`config.mk`:
```
export PLATFORM = sky130hd
export DESIGN_NAME = hc595_rx
export DESIGN_NICKNAME = d
export VERILOG_FILES = /design/src/rtl/hc595_rx_pkg.sv /design/src/rtl/hc595_in_sync.sv /design/src/rtl/hc595_rx.sv
export SDC_FILE = /design/constraint.sdc
export NUM_CORES = 1
export LEC_CHECK = 0
export CORE_ASPECT_RATIO = 0.9
export CORE_MARGIN = 8
export CORE_UTILIZATION = 40
export DETAILED_ROUTE_END_ITERATION = 10
export GPL_ROUTABILITY_DRIVEN = 0
export HOLD_SLACK_MARGIN = 0.15
export SETUP_SLACK_MARGIN = 0.2
export SLEW_MARGIN = 10
export SYNTH_ARGS = -nofsm -noshare
export SYNTH_HDL_FRONTEND = slang
export SYNTH_SLANG_ARGS = --single-unit
```
`constraint.sdc`:
```
create_clock -name sys_clk -period 3.67 [get_ports sys_clk]
set_clock_uncertainty 0.2 [all_clocks]
set_input_delay 0.367 -clock sys_clk [delete_from_list [all_inputs] [get_ports sys_clk]]
set_output_delay 0.367 -clock sys_clk [all_outputs]
set_load 0.01 [all_outputs]
```
`src/rtl/hc595_rx_pkg.sv`:
```
// Shared widths, segment patterns and the segment-to-hex decoder for the 74HC595 display link.
package hc595_rx_pkg;

  localparam int unsigned DEF_SEL_W  = 6;
  localparam int unsigned DEF_SEG_W  = 8;
  localparam int unsigned DEF_DATA_W = DEF_SEL_W + DEF_SEG_W;

  // Active-low common-anode patterns on seg[6:0], indexed by hex value.
  localparam logic [6:0] SEG_0 = 7'h40;
  localparam logic [6:0] SEG_1 = 7'h79;
  localparam logic [6:0] SEG_2 = 7'h24;
  localparam logic [6:0] SEG_3 = 7'h30;
  localparam logic [6:0] SEG_4 = 7'h19;
  localparam logic [6:0] SEG_5 = 7'h12;
  localparam logic [6:0] SEG_6 = 7'h02;
  localparam logic [6:0] SEG_7 = 7'h78;
  localparam logic [6:0] SEG_8 = 7'h00;
  localparam logic [6:0] SEG_9 = 7'h10;
  localparam logic [6:0] SEG_A = 7'h08;
  localparam logic [6:0] SEG_B = 7'h03;
  localparam logic [6:0] SEG_C = 7'h46;
  localparam logic [6:0] SEG_D = 7'h21;
  localparam logic [6:0] SEG_E = 7'h06;
  localparam logic [6:0] SEG_F = 7'h0E;

  typedef struct packed {
    logic       vld;
    logic [3:0] digit;
  } seg_dec_t;

  function automatic seg_dec_t seg_decode(input logic [6:0] s);
    seg_dec_t r;
    r.vld   = 1'b1;
    r.digit = 4'h0;
    case (s)
      SEG_0:   r.digit = 4'h0;
      SEG_1:   r.digit = 4'h1;
      SEG_2:   r.digit = 4'h2;
      SEG_3:   r.digit = 4'h3;
      SEG_4:   r.digit = 4'h4;
      SEG_5:   r.digit = 4'h5;
      SEG_6:   r.digit = 4'h6;
      SEG_7:   r.digit = 4'h7;
      SEG_8:   r.digit = 4'h8;
      SEG_9:   r.digit = 4'h9;
      SEG_A:   r.digit = 4'hA;
      SEG_B:   r.digit = 4'hB;
      SEG_C:   r.digit = 4'hC;
      SEG_D:   r.digit = 4'hD;
      SEG_E:   r.digit = 4'hE;
      SEG_F:   r.digit = 4'hF;
      default: r.vld   = 1'b0;
    endcase
    return r;
  endfunction

endpackage

```
`src/rtl/hc595_in_sync.sv`:
```
// Multi-flop synchronizer for one link pin, with a rising-edge pulse off the synchronized level.
module hc595_in_sync #(
  parameter int unsigned STAGES  = 2,
  parameter logic        RST_VAL = 1'b0
) (
  input  logic clk,
  input  logic rst_n,
  input  logic d,
  output logic q,
  output logic rise_c
);

  logic [STAGES-1:0] s;
  logic              q_d;

  always_ff @(posedge clk or negedge rst_n) begin
    if (!rst_n) begin
      s   <= {STAGES{RST_VAL}};
      q_d <= RST_VAL;
    end else begin
      s   <= {s[STAGES-2:0], d};
      q_d <= s[STAGES-1];
    end
  end

  assign q      = s[STAGES-1];
  assign rise_c = s[STAGES-1] & ~q_d;

endmodule

```
`src/rtl/hc595_rx.sv`:
```
// 74HC595 link receiver: rebuilds {sel, seg} frames from ds/shcp/stcp/oe and decodes the segment digit.
module hc595_rx
  import hc595_rx_pkg::*;
#(
  parameter int unsigned SEL_W       = DEF_SEL_W,
  parameter int unsigned SEG_W       = DEF_SEG_W,
  parameter int unsigned SYNC_STAGES = 2
) (
  input  logic                     sys_clk,
  input  logic                     sys_rst_n,
  input  logic                     ds,
  input  logic                     shcp,
  input  logic                     stcp,
  input  logic                     oe,
  output logic [SEL_W+SEG_W-1:0]   par_data,
  output logic [SEL_W-1:0]         sel,
  output logic [SEG_W-1:0]         seg,
  output logic                     data_vld,
  output logic                     frame_err,
  output logic                     out_en,
  output logic [3:0]               digit,
  output logic                     digit_vld,
  output logic                     dp
);

  localparam int unsigned DATA_W = SEL_W + SEG_W;
  localparam int unsigned CNT_W  = $clog2(DATA_W + 2);

  logic ds_s, shcp_s, stcp_s, oe_s;
  logic shcp_rise, stcp_rise;
  logic unused_ds_rise, unused_oe_rise, unused_shcp_lvl, unused_stcp_lvl;

  hc595_in_sync #(.STAGES(SYNC_STAGES), .RST_VAL(1'b0)) u_sync_ds (
    .clk(sys_clk), .rst_n(sys_rst_n), .d(ds), .q(ds_s), .rise_c(unused_ds_rise)
  );
  hc595_in_sync #(.STAGES(SYNC_STAGES), .RST_VAL(1'b0)) u_sync_shcp (
    .clk(sys_clk), .rst_n(sys_rst_n), .d(shcp), .q(unused_shcp_lvl), .rise_c(shcp_rise)
  );
  hc595_in_sync #(.STAGES(SYNC_STAGES), .RST_VAL(1'b0)) u_sync_stcp (
    .clk(sys_clk), .rst_n(sys_rst_n), .d(stcp), .q(unused_stcp_lvl), .rise_c(stcp_rise)
  );
  hc595_in_sync #(.STAGES(SYNC_STAGES), .RST_VAL(1'b1)) u_sync_oe (
    .clk(sys_clk), .rst_n(sys_rst_n), .d(oe), .q(oe_s), .rise_c(unused_oe_rise)
  );

  assign shcp_s = unused_shcp_lvl;
  assign stcp_s = unused_stcp_lvl;

  logic [DATA_W-1:0] sh, sh_nxt;
  logic [CNT_W-1:0]  bit_cnt, cnt_nxt;
  logic [DATA_W-1:0] par_nxt;
  logic              vld_nxt, err_nxt, known, known_nxt;
  logic              out_en_nxt, digit_vld_nxt, dp_nxt;
  logic [3:0]        digit_nxt;
  seg_dec_t          dec_c;

  assign dec_c = seg_decode(sh[6:0]);

  // Latch samples the pre-shift register and count, so a coincident shift starts the next frame.
  always_comb begin
    sh_nxt    = sh;
    cnt_nxt   = bit_cnt;
    par_nxt   = par_data;
    vld_nxt   = 1'b0;
    err_nxt   = 1'b0;
    known_nxt = known;
    digit_nxt = digit;
    dp_nxt    = dp;
    if (stcp_rise) begin
      if (bit_cnt == CNT_W'(DATA_W)) begin
        par_nxt   = sh;
        vld_nxt   = 1'b1;
        known_nxt = dec_c.vld;
        digit_nxt = dec_c.digit;
        dp_nxt    = ~sh[SEG_W-1];
      end else begin
        err_nxt   = 1'b1;
      end
      cnt_nxt = '0;
    end
    if (shcp_rise) begin
      sh_nxt = {sh[DATA_W-2:0], ds_s};
      if (stcp_rise) begin
        cnt_nxt = CNT_W'(1);
      end else if (bit_cnt != CNT_W'(DATA_W + 1)) begin
        cnt_nxt = bit_cnt + CNT_W'(1);
      end
    end
    out_en_nxt    = ~oe_s;
    digit_vld_nxt = out_en_nxt & known_nxt;
  end

  always_ff @(posedge sys_clk or negedge sys_rst_n) begin
    if (!sys_rst_n) begin
      sh        <= '0;
      bit_cnt   <= '0;
      par_data  <= '0;
      data_vld  <= 1'b0;
      frame_err <= 1'b0;
      known     <= 1'b0;
      digit     <= 4'h0;
      dp        <= 1'b0;
      out_en    <= 1'b0;
      digit_vld <= 1'b0;
    end else begin
      sh        <= sh_nxt;
      bit_cnt   <= cnt_nxt;
      par_data  <= par_nxt;
      data_vld  <= vld_nxt;
      frame_err <= err_nxt;
      known     <= known_nxt;
      digit     <= digit_nxt;
      dp        <= dp_nxt;
      out_en    <= out_en_nxt;
      digit_vld <= digit_vld_nxt;
    end
  end

  assign sel = par_data[DATA_W-1:SEG_W];
  assign seg = par_data[SEG_W-1:0];

endmodule

```
Word-level counts from Yosys, hierarchy flattened
Index checks and enable logic that the tools add are counted.
{"block": "totals", "out_inout_bits": 37, "register_bits": 52, "input_bits": 6, "word_cells": 56}
{"block": "op_classes", "reduce_logical": 3, "add_sub_neg": 1, "eq_ne": 17, "muxes": 12, "bitwise_logic": 7}
{"op": "4-bit one-hot mux with 15 select lines", "count": 1}
{"op": "7-bit == test, second input constant", "count": 4}
{"op": "7-bit by 5-bit == test with 1-bit output, second input constant", "count": 3}
{"op": "7-bit by 6-bit == test with 1-bit output, second input constant", "count": 3}
{"op": "4-bit 2-to-1 mux", "count": 4}
{"op": "16-bit OR reduction", "count": 1}
{"op": "7-bit by 2-bit == test with 1-bit output, second input constant", "count": 2}
{"op": "7-bit by 4-bit == test with 1-bit output, second input constant", "count": 2}
{"op": "7-bit by 3-bit == test with 1-bit output, second input constant", "count": 1}
{"op": "7-bit logical NOT", "count": 1}
{"op": "1-bit 2-to-1 mux", "count": 7}
{"op": "4-bit by 1-bit adder with 4-bit output, second input constant", "count": 1}
{"op": "4-bit == test, second input constant", "count": 1}
{"op": "4-bit inequality test, second input constant", "count": 1}
{"op": "1-bit inverter", "count": 4}
{"op": "1-bit bitwise AND", "count": 3}
{"op": "2-bit AND reduction", "count": 1}

Logic depth before layout (Yosys ltp)
Gate-level depths: netlist of the first run.
{"block": "depth", "depth_word": 6, "mapped_depth": 9, "depth_no_buf": 7}

By module
Synthesis of the first run repeated with hierarchy kept, for this count alone.
{"block": "hier_totals", "cells_unflattened": 217, "area_unflattened_um2": 2417.3}
{"mod": "hc595_rx", "cells_per_inst": 201, "area_per_inst_um2": 2058.2, "instances": 1, "seq_area_each_um2": 1051.0}
{"mod": "hc595_in_sync at u_sync_ds ...", "cells_per_inst": 4, "area_per_inst_um2": 88.8, "instances": 3, "seq_area_each_um2": 75.1}
{"mod": "hc595_in_sync at u_sync_oe", "cells_per_inst": 4, "area_per_inst_um2": 92.6, "instances": 1, "seq_area_each_um2": 78.8}

Worst setup path after synthesis of the first run
No wires, ideal clock.
{"block": "synth_timing", "path_kind": "reg2reg", "from": "register bit_cnt[0]", "to": "register digit[1]", "setup_time_ps": 121, "t_arrival_ps": 1445, "stages_incl_launch_ff": 10, "path_buffers": 2, "required_time_ps": 3349, "synth_period_minus_slack_ps": 1766, "slack_ps": 1904, "cell_sequence": "dfrtp_1 -> inv_1 -> ha_1 -> nand3_1 -> or2_1 -> buf_2 -> clkinv_2 -> buf_4 -> o21ai_0 -> o22a_1"}
{"block": "synth_via", "elab_chain_len": 2}
{"item": "from (decl)", "line_no": "hc595_rx.sv:50", "text": "logic [CNT_W-1:0] bit_cnt, cnt_nxt;"}
{"item": "from (signal assigned)", "line_no": "hc595_rx.sv:107", "text": "bit_cnt <= cnt_nxt;"}
{"item": "4-bit == test", "line_no": "hc595_rx.sv:70", "text": "if (bit_cnt == CNT_W'(DATA_W)) begin"}
{"item": "2-bit AND reduction (no line)"}
{"item": "to (signal assigned)", "line_no": "hc595_rx.sv:112", "text": "digit <= digit_nxt;"}
{"item": "to (decl)", "line_no": "hc595_rx.sv:21", "text": "output logic [3:0] digit,"}
Every way passes these cells.
A chain may end at the register's enable or synchronous reset.

Final worst setup path of the first run
{"block": "layout_timing", "from": "register bit_cnt[0]", "to": "register digit_vld"}
{"block": "layout_via", "elab_chain_len": 4}
{"item": "4-bit == test", "line_no": "hc595_rx.sv:70"}
{"item": "1-bit 2-to-1 mux", "line_no": "hc595_rx.sv:70"}
{"item": "1-bit 2-to-1 mux", "line_no": "hc595_rx.sv:69", "text": "if (stcp_rise) begin"}
{"item": "1-bit bitwise AND", "line_no": "hc595_rx.sv:90", "text": "digit_vld_nxt = out_en_nxt & known_nxt;"}
{"item": "net digit_vld_nxt", "line_no": "hc595_rx.sv:53", "text": "logic out_en_nxt, digit_vld_nxt, dp_nxt;"}
{"item": "to (signal assigned)", "line_no": "hc595_rx.sv:115", "text": "digit_vld <= digit_vld_nxt;"}
{"item": "to (decl)", "line_no": "hc595_rx.sv:22", "text": "output logic digit_vld,"}
The timed path passes the listed nets, and every way through them passes these cells.

==> flow_summary.html, run 1 <==
<table>
<tr><th>Metric</th><th>Value</th></tr>
<tr><th colspan="2">Critical path</th></tr>
<tr><td>Startpoint-to-endpoint class of the critical path</td><td>flip-flop to flip-flop</td></tr>
<tr><td>Series of cell instances along the critical path</td><td>inv_1 &gt; ha_1 &gt; nand3_1 &gt; or2_1 &gt; clkinv_2 &gt; o21a_1 &gt; o31a_1</td></tr>
<tr><td>Critical Path Fanout Max</td><td>23</td></tr>
<tr><td>Total buffers and inverters traversed by the critical path</td><td>2</td></tr>
<tr><td>Data arrival at the endpoint of the critical path</td><td>roughly 2.4 ns</td></tr>
<tr><td>Largest delay share family, worst path</td><td>simple AND/OR/NAND/NOR gates</td></tr>
<tr><td>Slowest stage cell on the critical path</td><td>or2_1</td></tr>
<tr><td>Worst stage delay on the critical path</td><td>a little under 0.5 ns</td></tr>
<tr><td>Crit path required time</td><td>between 3 and 4 ns</td></tr>
<tr><td>Nature of the critical path endpoint</td><td>flip-flop</td></tr>
<tr><td>Setup crit start kind</td><td>flip-flop</td></tr>
<tr><th colspan="2">GRT</th></tr>
<tr><td>Global route total overflow</td><td>0</td></tr>
<tr><td>First-pass GRT wire length</td><td>about 8.3 mm</td></tr>
<tr><td>Vias in the first global route</td><td>between 1.5k and 2k</td></tr>
<tr><td>Antenna violations before repair</td><td>0</td></tr>
<tr><td>Global-route usage over all layers</td><td>11.7%</td></tr>
<tr><td>Maximum number of pins on one net before global-route repair</td><td>38</td></tr>
<tr><th colspan="2">STA</th></tr>
<tr><td>Final-report hold violation count</td><td>0</td></tr>
<tr><td>Peak clock frequency supported by timing</td><td>423 MHz</td></tr>
<tr><td>Final critical path time including I/O delays and setup</td><td>2.37 ns</td></tr>
<tr><td>Unrepaired setup endpoints after global routing</td><td>no</td></tr>
<tr><td>Pin slew with the least headroom to its limit</td><td>0.810 ns</td></tr>
<tr><td>Final worst path period share</td><td>between 60% and 70%</td></tr>
<tr><td>Max-Slew Margin vs Limit</td><td>roughly 46%</td></tr>
<tr><td>Total negative setup slack</td><td>0 ns</td></tr>
<tr><td>Final setup violation count</td><td>0</td></tr>
<tr><td>Max-slew violation count</td><td>0</td></tr>
<tr><th colspan="2">Yosys</th></tr>
<tr><td>Fraction of the yosys area taken by sequential cells</td><td>between 50 and 60%</td></tr>
<tr><td>Syn Inst Count</td><td>between 200 and 250</td></tr>
<tr><td>Largest area contributor in the synthesized netlist</td><td>dfrtp_1</td></tr>
<tr><td>Total of flip-flops plus latches after synthesis</td><td>52</td></tr>
<tr><td>Count of warnings emitted by yosys</td><td>0</td></tr>
<tr><td>Synthesized Nets</td><td>~230</td></tr>
<tr><td>Top cells by area, synth</td><td>dfrtp_1, nand2_1, mux2_2, buf_4, dfstp_2</td></tr>
<tr><td>Distinct cells, synth</td><td>44</td></tr>
<tr><td>Mean instance size in the synthesized netlist</td><td>around 11 sq um</td></tr>
<tr><td>Post-Synthesis Cell Area</td><td>~0.0023 sq mm</td></tr>
<tr><td>Area fraction of the dominant cell type after synthesis</td><td>around 53%</td></tr>
<tr><th colspan="2">Routing</th></tr>
<tr><td>Remaining DRCs</td><td>0</td></tr>
<tr><td>Number of DRC markers in iteration 0</td><td>116</td></tr>
<tr><td>First-pass DRT Iterations</td><td>4</td></tr>
<tr><td>Vias per inst</td><td>between 5 and 6</td></tr>
<tr><td>Wire length per cell</td><td>about 14 microns</td></tr>
<tr><td>Vias after detailed routing</td><td>between 1.5k and 2k</td></tr>
<tr><td>Number of nets with antenna violations after detailed routing</td><td>0</td></tr>
<tr><td>Final Routed Wirelength</td><td>around 4.5 mm</td></tr>
<tr><th colspan="2">Clocking</th></tr>
<tr><td>Clock tree from TritonCTS</td><td>done</td></tr>
<tr><td>PostCTS Resize Cnt</td><td>0</td></tr>
<tr><td>Clock Root Buffer</td><td>clkbuf_8</td></tr>
<tr><td>Sinks on Clock Net</td><td>52</td></tr>
<tr><td>Clock latency reported for the late side of the worst-skew pair</td><td>a little over 0.3 ns</td></tr>
<tr><td>Buffers inserted during post-CTS setup optimization</td><td>0</td></tr>
<tr><td>Clock-pin slew reported for the worst setup and hold paths after clock tree synthesis</td><td>roughly 0.1 ns</td></tr>
<tr><td>Number of clock buffers inserted by TritonCTS</td><td>5</td></tr>
<tr><td>Clock tree buffer depth</td><td>2</td></tr>
<tr><td># H-tree levels</td><td>2</td></tr>
<tr><th colspan="2">Cells and area</th></tr>
<tr><td>Share of final-layout standard cells stronger than drive strength 1</td><td>11.0%</td></tr>
<tr><td>Total number of nets in the final design</td><td>about 250</td></tr>
<tr><td>Count of antenna diodes in the layout</td><td>0</td></tr>
<tr><td>Area Overhead vs Synth</td><td>19.0%</td></tr>
<tr><th colspan="2">Placed design</th></tr>
<tr><td>Buffers on Ports</td><td>42</td></tr>
<tr><td>Detailed Place HPWL</td><td>between 3 and 4 mm</td></tr>
<tr><th colspan="2">Floorplanning</th></tr>
<tr><td>Initial standard-cell utilization of the core</td><td>41.4%</td></tr>
<tr><td>Die footprint</td><td>between 0.008 and 0.009 sq mm</td></tr>
<tr><td>Core Rows</td><td>26</td></tr>
<tr><td>Die height</td><td>88.7 microns</td></tr>
<tr><td>Die width</td><td>96.7 microns</td></tr>
<tr><td>Ports placed on the boundary</td><td>43</td></tr>
<tr><td>Core area</td><td>about 0.0057 sq mm</td></tr>
<tr><th colspan="2">Job</th></tr>
<tr><td>Max-capacitance violation count</td><td>0</td></tr>
<tr><th colspan="2">Outcome</th></tr>
<tr><td>Outcome</td><td>completed</td></tr>
<tr><th colspan="2">Hold path</th></tr>
<tr><td>Worst hold path type</td><td>flip-flop to flip-flop</td></tr>
<tr><th colspan="2">Pwr</th></tr>
<tr><td>Pwr/cell area</td><td>between 400 and 500 mW/mm^2</td></tr>
<tr><td>Power, Total</td><td>~1.3 mW</td></tr>
<tr><td>Max VDD drop</td><td>about 190 uV</td></tr>
<tr><td>Standby leakage power</td><td>1.24 nW</td></tr>
</table>
path summary, 6_finish.rpt:
path | startpoint | end | slack [ns] | cells past startpoint
hold / removal | u_sync_ds.s[0] | u_sync_ds.s[1] | 0.16 | 0
hold reg to reg | u_sync_ds.s[0] | u_sync_ds.s[1] | 0.16 | 0
setup reg to reg | bit_cnt[0] | digit_vld | 1.30 | 7
min in group asynchronous | sys_rst_n | u_sync_shcp.s[1] | 0.48 | 2
max in group asynchronous | sys_rst_n | par_data[2] | 2.07 | 3
setup / recovery | bit_cnt[0] | digit_vld | 1.30 | 7
kinds of logic after synthesis:
kind of cell               share of synthesized area [%]
AOI/OAI and AO/OA                                   9.97
adders and majority gates                           1.07
and+or+nand+nor                                     18.9
DFF                                                 55.6
buffers and inverters                               8.75
muxes                                               5.76
cell usage in the layout (no fill, tap or decap), drive strengths merged, types with 3 or more instances in the layout:
cell type	instances
nand2b	4
buf	3
nor3b	3
inv	6
clkbuf	5
dfrtp	50
nor2b	4
mux2	12
nand2	44
o21ai	10
clkdlybuf4s50	41
nor3	6
nor4bb	5
o31ai	3
nor2	6
a31oi	5
registers in the layout, indices dropped and copies added, names as in the netlist, 2 cells and up:
register and flops:
bit_cnt 4, digit 4, par_data 14, sh 14
u_sync_ds.s 2, u_sync_oe.s 2, u_sync_shcp.s 2, u_sync_stcp.s 2
layout make-up:
cell class | count | area (sq um)
fillers | 534 | 2870
inverters | 6 | 23.8
well taps | 70 | 87.6
flip-flops and latches | 52 | 1300
clock buffers | 5 | 68.8
clock inverters | 3 | 21.3
multi-input cells | 133 | 837
repair buffers | 46 | 450
power by group:
part | total, mW | switching [mW] | internal (mW)
sequential | 0.752 | 0.115 | 0.637
clock | 0.333 | 0.198 | 0.136
combinational | 0.201 | 0.0864 | 0.115
layer usage:
| metal | wire length (microns) | part of all wire (%) | track usage, % |
|---|---|---|---|
| met1 | 2240 | 49 | 14.9 |
| met2 | 1950 | 43 | 17.4 |
| met3 | 283 | 6.2 | 4.61 |
| met4 | 62 | 1.4 | 4.18 |
| met5 | 0 | 0 | 0 |
stage by stage:
stage / util, % / cell area (sq um) / setup slack [ns] / hold slack (ns) / cells
after floorplan: - / 2350 / 1.90 / -0.129 / 218
after global placement: 47.4 / 2680 / 1.32 / 0.133 / 305
after detailed placement: 47.4 / 2680 / 1.27 / 0.135 / 305
after CTS: 49.3 / 2790 / 1.24 / 0.159 / 315
after global routing: 49.3 / 2790 / 1.03 / 0.163 / 315
final: 49.3 / 2790 / 1.30 / 0.156 / 315
synthesized netlist by cell type:
cell,count
nor2_1,6
o31ai_1,3
o211ai_2,1
clkinv_2,1
nand3_1,1
o211ai_1,1
dfstp_2,2
nand2_1,44
nand4_1,1
and4bb_1,1
inv_1,5
nor2b_1,4
nor4bb_1,5
mux2_2,12
o31a_1,1
nor3_1,6
a21o_1,1
nand3b_1,1
clkbuf_1,2
nor3b_1,3
ha_1,2
o21a_1,1
o21ai_0,10
o22a_1,1
o32a_1,1
buf_4,17
nand2b_1,4
a22oi_1,1
dfrtp_1,50
and3_1,1
and4_1,1
o41ai_1,1
buf_2,7
nand4b_1,2
buf_6,1
a31oi_1,5
a2bb2oi_1,2
a21oi_1,2
and2_1,1
a211oi_1,2
and3b_1,1
or2_1,1
a32oi_1,1
nor4b_1,2
repair_timing:
item / 4_1_cts / 5_1_grt
hold endpoints to repair: 35 / 0
setup endpoints to repair: 0 / 0
hold buffers: 2 / 0
No activity file was read; power rests on OpenSTA's default activity.
==> run 2, diff against run 1 <==
clock period = 2.3 ns   (was 3.67 ns; I/O delays follow)
==> run 2 against run 1 <==
Net effect:
- flip-flop and latch count unchanged
- sequential share of layout area decreased by 0.80 points
- worst setup slack got worse by 0.95 ns
- maximum frequency increased by 22%
- final cell count increased by 0.95%
- total power increased by 65%
- final area increased by 1.7%
- critical path type unchanged
- critical endpoint is now known
- largest cell class unchanged
- highest routed layer unchanged
==> flow_summary.html, run 2 (synthesized netlist as in run 1, its figures left out) <==
<table>
<tr><th>Metric</th><th>Value</th></tr>
<tr><th colspan="2">Floorplanning</th></tr>
<tr><td>Ports placed on the boundary</td><td>43 (unchanged)</td></tr>
<tr><td>Die width</td><td>96.7 microns (unchanged)</td></tr>
<tr><td>Die footprint</td><td>0.00858 sq mm (unchanged)</td></tr>
<tr><td>Core area</td><td>0.00566 sq mm (unchanged)</td></tr>
<tr><td>Core Rows</td><td>26 (unchanged)</td></tr>
<tr><td>Die height</td><td>88.7 microns (unchanged)</td></tr>
<tr><td>Initial standard-cell utilization of the core</td><td>41.4% (unchanged)</td></tr>
<tr><th colspan="2">Clocking</th></tr>
<tr><td>Clock Root Buffer</td><td>clkbuf_8</td></tr>
<tr><td>Sinks on Clock Net</td><td>52 (unchanged)</td></tr>
<tr><td># H-tree levels</td><td>2 (unchanged)</td></tr>
<tr><td>Clock tree from TritonCTS</td><td>done</td></tr>
<tr><td>Buffers inserted during post-CTS setup optimization</td><td>0 (unchanged)</td></tr>
<tr><td>Clock latency reported for the late side of the worst-skew pair</td><td>0.30 ns (about the same)</td></tr>
<tr><td>Number of clock buffers inserted by TritonCTS</td><td>5 (unchanged)</td></tr>
<tr><td>Clock-pin slew reported for the worst setup and hold paths after clock tree synthesis</td><td>0.09 ns (about the same)</td></tr>
<tr><td>Clock tree buffer depth</td><td>2 (unchanged)</td></tr>
<tr><th colspan="2">Outcome</th></tr>
<tr><td>Outcome</td><td>completed</td></tr>
<tr><th colspan="2">Pwr</th></tr>
<tr><td>Max VDD drop</td><td>432 uV (+120%)</td></tr>
<tr><td>Pwr/cell area</td><td>749 mW/mm^2 (+63%)</td></tr>
<tr><td>Power, Total</td><td>2.13 mW (+65%)</td></tr>
<tr><td>Standby leakage power</td><td>1.27 nW (+2.1%)</td></tr>
<tr><th colspan="2">Routing</th></tr>
<tr><td>Number of DRC markers in iteration 0</td><td>100 (-14%)</td></tr>
<tr><td>Final Routed Wirelength</td><td>4.44 mm (-2.3%)</td></tr>
<tr><td>First-pass DRT Iterations</td><td>4 (unchanged)</td></tr>
<tr><td>Vias after detailed routing</td><td>1641 (+1.2%)</td></tr>
<tr><td>Number of nets with antenna violations after detailed routing</td><td>0 (unchanged)</td></tr>
<tr><td>Wire length per cell</td><td>13.9 microns (-3.3%)</td></tr>
<tr><td>Remaining DRCs</td><td>0 (unchanged)</td></tr>
<tr><td>Vias per inst</td><td>5.16 (+0.28%)</td></tr>
<tr><th colspan="2">GRT</th></tr>
<tr><td>Layer with the highest usage</td><td>met2</td></tr>
<tr><td>Global-route usage over all layers</td><td>11.0% (-0.68 points)</td></tr>
<tr><td>Vias in the first global route</td><td>1562 (-6.9%)</td></tr>
<tr><td>Maximum number of pins on one net before global-route repair</td><td>53 (+39%)</td></tr>
<tr><td>Routing usage on met2</td><td>16.3% (-1.2 points)</td></tr>
<tr><td>Antenna violations before repair</td><td>0 (unchanged)</td></tr>
<tr><td>Global route total overflow</td><td>0 (unchanged)</td></tr>
<tr><td>First-pass GRT wire length</td><td>7.74 mm (-6.6%)</td></tr>
<tr><td>Met3 routing resource usage after global routing</td><td>3.98% (-0.62 points)</td></tr>
<tr><td>GR met1 Demand/Resource</td><td>14.3% (-0.63 points)</td></tr>
<tr><th colspan="2">Critical path</th></tr>
<tr><td>Series of cell instances along the critical path</td><td>and4bb_1 &gt; o31ai_1 &gt; nand2_1 &gt; o32a_1</td></tr>
<tr><td>Setup crit start kind</td><td>flip-flop</td></tr>
<tr><td>Startpoint-to-endpoint class of the critical path</td><td>flip-flop to flip-flop</td></tr>
<tr><td>Worst stage delay on the critical path</td><td>0.65 ns (+0.16 ns)</td></tr>
<tr><td>Critical Path Fanout Max</td><td>17 (-26%)</td></tr>
<tr><td>Data arrival at the endpoint of the critical path</td><td>1.93 ns (-0.44 ns)</td></tr>
<tr><td>Slowest stage cell on the critical path</td><td>dfrtp_1</td></tr>
<tr><td>Nature of the critical path endpoint</td><td>flip-flop</td></tr>
<tr><td>Crit path required time</td><td>2.29 ns (-1.38 ns)</td></tr>
<tr><th colspan="2">STA</th></tr>
<tr><td>Max-Slew Margin vs Limit</td><td>56.4% (+10 points)</td></tr>
<tr><td>Peak clock frequency supported by timing</td><td>515 MHz (+22%)</td></tr>
<tr><td>Max-slew violation count</td><td>0 (unchanged)</td></tr>
<tr><td>Final worst path period share</td><td>84.5% (+20 points)</td></tr>
<tr><td>Pin slew with the least headroom to its limit</td><td>0.654 ns (-0.156 ns)</td></tr>
<tr><td>Unrepaired setup endpoints after global routing</td><td>no</td></tr>
<tr><td>Final setup violation count</td><td>0 (unchanged)</td></tr>
<tr><td>Total negative setup slack</td><td>0 ns (unchanged)</td></tr>
<tr><td>Final-report hold violation count</td><td>0 (unchanged)</td></tr>
<tr><td>Final critical path time including I/O delays and setup</td><td>1.94 ns (-0.423 ns)</td></tr>
<tr><th colspan="2">Cells and area</th></tr>
<tr><td>Count of antenna diodes in the layout</td><td>0 (unchanged)</td></tr>
<tr><td>Most frequent cells in the layout</td><td>dfrtp_1, nand2_1, clkdlybuf4s50_1</td></tr>
<tr><td>Regs by FF count</td><td>par_data (14), sh (14)</td></tr>
<tr><td>Final instance count without filler cells</td><td>318 (+0.95%)</td></tr>
<tr><td>Share of final-layout standard cells stronger than drive strength 1</td><td>11.7% (+0.67 points)</td></tr>
<tr><td>Area Overhead vs Synth</td><td>21.1%</td></tr>
<tr><td>Most common library cell in the layout ignoring fill and taps</td><td>dfrtp_1</td></tr>
<tr><td>Total number of nets in the final design</td><td>255 (+1.2%)</td></tr>
<tr><th colspan="2">Job</th></tr>
<tr><td>Max-capacitance violation count</td><td>0 (unchanged)</td></tr>
<tr><th colspan="2">Hold path</th></tr>
<tr><td>Worst hold path type</td><td>flip-flop to flip-flop</td></tr>
<tr><th colspan="2">Placed design</th></tr>
<tr><td>Number of placed instances with taps included</td><td>307 (+0.66%)</td></tr>
<tr><td>Buffers on Ports</td><td>42 (unchanged)</td></tr>
<tr><td>Detailed Place HPWL</td><td>3.04 mm (-2.4%)</td></tr>
</table>
run 2: final timing paths:
check,start,to,slack (ns),cells past startpoint
min,u_sync_ds.s[0],u_sync_ds.s[1],0.15,0
min reg2reg,u_sync_ds.s[0],u_sync_ds.s[1],0.15,0
max in group asynchronous,sys_rst_n,digit[0],1.08,3
max,sh[4],known,0.36,4
max reg2reg,sh[4],known,0.36,4
min in group asynchronous,sys_rst_n,par_data[0],0.37,3
run 2: stage by stage:
stage	hold WS (ns)	instance area [sq um]	setup WS (ns)	util (%)
6_report	0.154	2840	0.357	50.2
5_1_grt	0.151	2840	0.210	50.2
4_1_cts	0.159	2840	0.303	50.1
3_5_place_dp	0.139	2700	0.330	47.7
3_3_place_gp	0.133	2700	0.450	47.7
2_1_floorplan	-0.266	2350	0.534	-
run 2: critical path: cells and delay by family (launching register included):
family | cells | cell delay (ns)
flip-flops | 1 | 0.65
AND/OR/NAND/NOR | 2 | 0.39
AO/OA/AOI/OAI | 2 | 0.60
run 2: power by group:
part / leakage [nW] / total (mW) / internal (mW) / switching [mW]
clock: 0.0552 / 0.605 / 0.323 / 0.282
combinational: 0.533 / 0.323 / 0.186 / 0.137
sequential: 0.682 / 1.20 / 1.02 / 0.184
total: 1.27 / 2.13 / 1.53 / 0.603
run 2: routing by layer:
| metal | vias to the layer above | part of all wire, % |
|---|---|---|
| li1 | 802 | - |
| met1 | 801 | 51 |
| met2 | 34 | 43 |
| met3 | 4 | 5.7 |
| met4 | 0 | 1.0 |
| met5 | - | 0 |
run 2: repair_timing:
item	CTS	global route
endpoints found under the hold margin	52	0
hold buffers	3	0
endpoints found under the setup margin	0	4
gates resized for setup	0	1
run 2: cell type report:
| class | count | area [sq um] |
|---|---|---|
| Inverter | 6 | 23.8 |
| Timing Repair Buffer | 49 | 475 |
| Tap cell | 70 | 87.6 |
| Multi-Input combinational cell | 133 | 843 |
| Clock buffer | 6 | 72.6 |
| Sequential cell | 52 | 1300 |
| Fill cell | 539 | 2820 |
| Clock inverter | 2 | 35.0 |
==> run 3, diff against run 2 <==
clock period = 1.8 ns   (was 2.3 ns; I/O delays follow)
==> run 3 against run 2 <==
Net effect:
- worst hold slack improved by 0.0013 ns
- maximum frequency increased by 9.4%
- core utilization increased by 8.3 points
- sequential power increased by 20%
- final area increased by 17%
- count of clock-buffer cells in the layout decreased by 1
- clock power increased by 33%
- worst setup slack got worse by 0.33 ns
- critical path type unchanged
- largest cell class unchanged
- largest power group unchanged
==> flow_summary.html, run 3 (synthesized netlist as in run 1, its figures left out) <==
<table>
<tr><th>Metric</th><th>Value</th></tr>
<tr><th colspan="2">GRT</th></tr>
<tr><td>Global route total overflow</td><td>0 (unchanged)</td></tr>
<tr><td>Antenna violations before repair</td><td>0 (unchanged)</td></tr>
<tr><td>Maximum number of pins on one net before global-route repair</td><td>53 (unchanged)</td></tr>
<tr><td>First-pass GRT wire length</td><td>9.16 mm (+18%)</td></tr>
<tr><td>Vias in the first global route</td><td>1918 (+23%)</td></tr>
<tr><td>Global-route usage over all layers</td><td>12.7% (+1.7 points)</td></tr>
<tr><th colspan="2">Floorplanning</th></tr>
<tr><td>Die footprint</td><td>0.00858 sq mm (unchanged)</td></tr>
<tr><td>Die width</td><td>96.7 microns (unchanged)</td></tr>
<tr><td>Core area</td><td>0.00566 sq mm (unchanged)</td></tr>
<tr><td>Ports placed on the boundary</td><td>43 (unchanged)</td></tr>
<tr><td>Die height</td><td>88.7 microns (unchanged)</td></tr>
<tr><td>Initial standard-cell utilization of the core</td><td>41.4% (unchanged)</td></tr>
<tr><td>Core Rows</td><td>26 (unchanged)</td></tr>
<tr><th colspan="2">Critical path</th></tr>
<tr><td>Setup crit start kind</td><td>flip-flop</td></tr>
<tr><td>Data arrival at the endpoint of the critical path</td><td>1.76 ns (-0.17 ns)</td></tr>
<tr><td>Slowest stage cell on the critical path</td><td>dfrtp_2</td></tr>
<tr><td>Series of cell instances along the critical path</td><td>clkbuf_4 &gt; and4bb_1 &gt; o31ai_4 &gt; nand2_4 &gt; o32a_1</td></tr>
<tr><td>Crit path required time</td><td>1.79 ns (-0.50 ns)</td></tr>
<tr><td>Total buffers and inverters traversed by the critical path</td><td>1 (+1)</td></tr>
<tr><td>Nature of the critical path endpoint</td><td>flip-flop</td></tr>
<tr><td>Startpoint-to-endpoint class of the critical path</td><td>flip-flop to flip-flop</td></tr>
<tr><td>Largest delay share family, worst path</td><td>compound AO/OA/AOI/OAI gates</td></tr>
<tr><td>Worst stage delay on the critical path</td><td>0.38 ns (-0.27 ns)</td></tr>
<tr><td>Critical Path Fanout Max</td><td>6 (-11)</td></tr>
<tr><th colspan="2">Routing</th></tr>
<tr><td>Remaining DRCs</td><td>0 (unchanged)</td></tr>
<tr><td>Wire length per cell</td><td>14.9 microns (+6.5%)</td></tr>
<tr><td>Number of DRC markers in iteration 0</td><td>118 (+18%)</td></tr>
<tr><td>First-pass DRT Iterations</td><td>4 (unchanged)</td></tr>
<tr><td>Vias per inst</td><td>5.04 (-2.4%)</td></tr>
<tr><td>Vias after detailed routing</td><td>1803 (+9.9%)</td></tr>
<tr><td>Final Routed Wirelength</td><td>5.32 mm (+20%)</td></tr>
<tr><td>Number of nets with antenna violations after detailed routing</td><td>0 (unchanged)</td></tr>
<tr><th colspan="2">Cells and area</th></tr>
<tr><td>Area Overhead vs Synth</td><td>41.2%</td></tr>
<tr><td>Cell area after layout</td><td>0.00331 sq mm (+17%)</td></tr>
<tr><td>Share of final-layout standard cells stronger than drive strength 1</td><td>30.9% (+19 points)</td></tr>
<tr><td>Count of filler cells inserted in the layout</td><td>506 (-6.1%)</td></tr>
<tr><td>Final instance count without filler cells</td><td>358 (+13%)</td></tr>
<tr><td>Regs by FF count</td><td>par_data (14), sh (14)</td></tr>
<tr><td>Total number of nets in the final design</td><td>295 (+16%)</td></tr>
<tr><td>Utilization after layout</td><td>58.5% (+8.3 points)</td></tr>
<tr><td>Most frequent cells in the layout</td><td>nand2_1, dfrtp_1, buf_4</td></tr>
<tr><td>Count of antenna diodes in the layout</td><td>0 (unchanged)</td></tr>
<tr><th colspan="2">Outcome</th></tr>
<tr><td>Outcome</td><td>completed</td></tr>
<tr><th colspan="2">Clocking</th></tr>
<tr><td>Clock tree from TritonCTS</td><td>done</td></tr>
<tr><td># H-tree levels</td><td>2 (unchanged)</td></tr>
<tr><td>Clock latency reported for the late side of the worst-skew pair</td><td>0.30 ns (about the same)</td></tr>
<tr><td>Number of clock buffers inserted by TritonCTS</td><td>5 (unchanged)</td></tr>
<tr><td>Clock tree buffer depth</td><td>2 (unchanged)</td></tr>
<tr><td>Clock Root Buffer</td><td>clkbuf_8</td></tr>
<tr><td>Clock-pin slew reported for the worst setup and hold paths after clock tree synthesis</td><td>0.09 ns (about the same)</td></tr>
<tr><td>Sinks on Clock Net</td><td>52 (unchanged)</td></tr>
<tr><th colspan="2">Pwr</th></tr>
<tr><td>Power, Total</td><td>3.27 mW (+54%)</td></tr>
<tr><td>Pwr/cell area</td><td>987 mW/mm^2 (+32%)</td></tr>
<tr><td>Standby leakage power</td><td>1.73 nW (+36%)</td></tr>
<tr><td>Max VDD drop</td><td>612 uV (+42%)</td></tr>
<tr><th colspan="2">STA</th></tr>
<tr><td>Unrepaired setup endpoints after global routing</td><td>yes</td></tr>
<tr><td>Fin Hold WS</td><td>0.155 ns (+0.00130 ns)</td></tr>
<tr><td>Peak clock frequency supported by timing</td><td>563 MHz (+9.4%)</td></tr>
<tr><td>Final worst path period share</td><td>98.6% (+14 points)</td></tr>
<tr><td>Final setup violation count</td><td>0 (unchanged)</td></tr>
<tr><td>Max-Slew Margin vs Limit</td><td>75.5% (+19 points)</td></tr>
<tr><td>Final-report hold violation count</td><td>0 (unchanged)</td></tr>
<tr><td>Final worst-path setup slack</td><td>0.0244 ns (-0.333 ns)</td></tr>
<tr><td>Pin slew with the least headroom to its limit</td><td>0.363 ns (-0.291 ns)</td></tr>
<tr><td>Total negative setup slack</td><td>0 ns (unchanged)</td></tr>
<tr><td>Max-slew violation count</td><td>0 (unchanged)</td></tr>
<tr><td>Final critical path time including I/O delays and setup</td><td>1.78 ns (-0.167 ns)</td></tr>
<tr><th colspan="2">Placed design</th></tr>
<tr><td>Detailed Place HPWL</td><td>3.36 mm (+10%)</td></tr>
<tr><td>Worst setup slack after placement</td><td>0.0180 ns (-0.312 ns)</td></tr>
<tr><td>Instance area at placement</td><td>0.00286 sq mm (+5.9%)</td></tr>
<tr><td>Number of placed instances with taps included</td><td>326 (+6.2%)</td></tr>
<tr><td>Buffers on Ports</td><td>42 (unchanged)</td></tr>
<tr><th colspan="2">Hold path</th></tr>
<tr><td>Worst hold path type</td><td>flip-flop to flip-flop</td></tr>
<tr><th colspan="2">Job</th></tr>
<tr><td>Max-capacitance violation count</td><td>0 (unchanged)</td></tr>
</table>
-- run 3: cell types whose count changed in the layout (fill, tap and decap cells not counted), sizes merged --
cell,previous run,this run
clkinvlp,0,1
dlygate4sd2,0,30
dlymetal6s2s,0,4
clkbuf,6,7
clkinv,2,1
buf,5,41
inv,5,6
clkdlybuf4s50,41,7
dlygate4sd3,3,5
-- run 3: final timing paths --
path	from	end	slack [ns]	depth (start not counted)
max in group asynchronous	sys_rst_n	u_sync_oe.s[0]	0.92	3
worst max register to register	sh[4]	known	0.02	5
worst min register to register	u_sync_shcp.s[0]	u_sync_shcp.s[1]	0.16	0
worst max-delay path	sh[4]	known	0.02	5
min in group asynchronous	sys_rst_n	sh[3]	0.19	3
worst min-delay path	u_sync_shcp.s[0]	u_sync_shcp.s[1]	0.16	0
-- run 3: timing repair --
item | in CTS | in global routing
setup endpoints to repair | 53 | 26
resized for setup | 62 | 22
pin swaps | 4 | 16
buffers inserted | 13 | 6
hold buffers | 5 | 0
endpoints found under the hold margin | 56 | 0
-- run 3: routing by layer --
metal  GRT usage (%)  up-vias  part of all wire (%)
li1                -      879                     -
met1            15.4      873                    46
met2            21.8       49                    48
met3            4.29        2                   6.2
met4            2.09        0                  0.36
met5               0        -                     0
-- run 3: report_power, final --
part | switching (mW) | internal, mW
clock | 0.388 | 0.419
combinational | 0.465 | 0.559
sequential | 0.128 | 1.31
total | 0.980 | 2.29
-- run 3: area by class of cell --
type	instances	area, sq um	area share [%]
repair buffers	89	790	23.8
well taps	70	87.6	2.64
inverters	6	35.0	1.06
clock buffers	5	68.8	2.08
multi-input cells	133	972	29.4
flip-flops and latches	52	1310	39.6
clock inverters	3	46.3	1.40
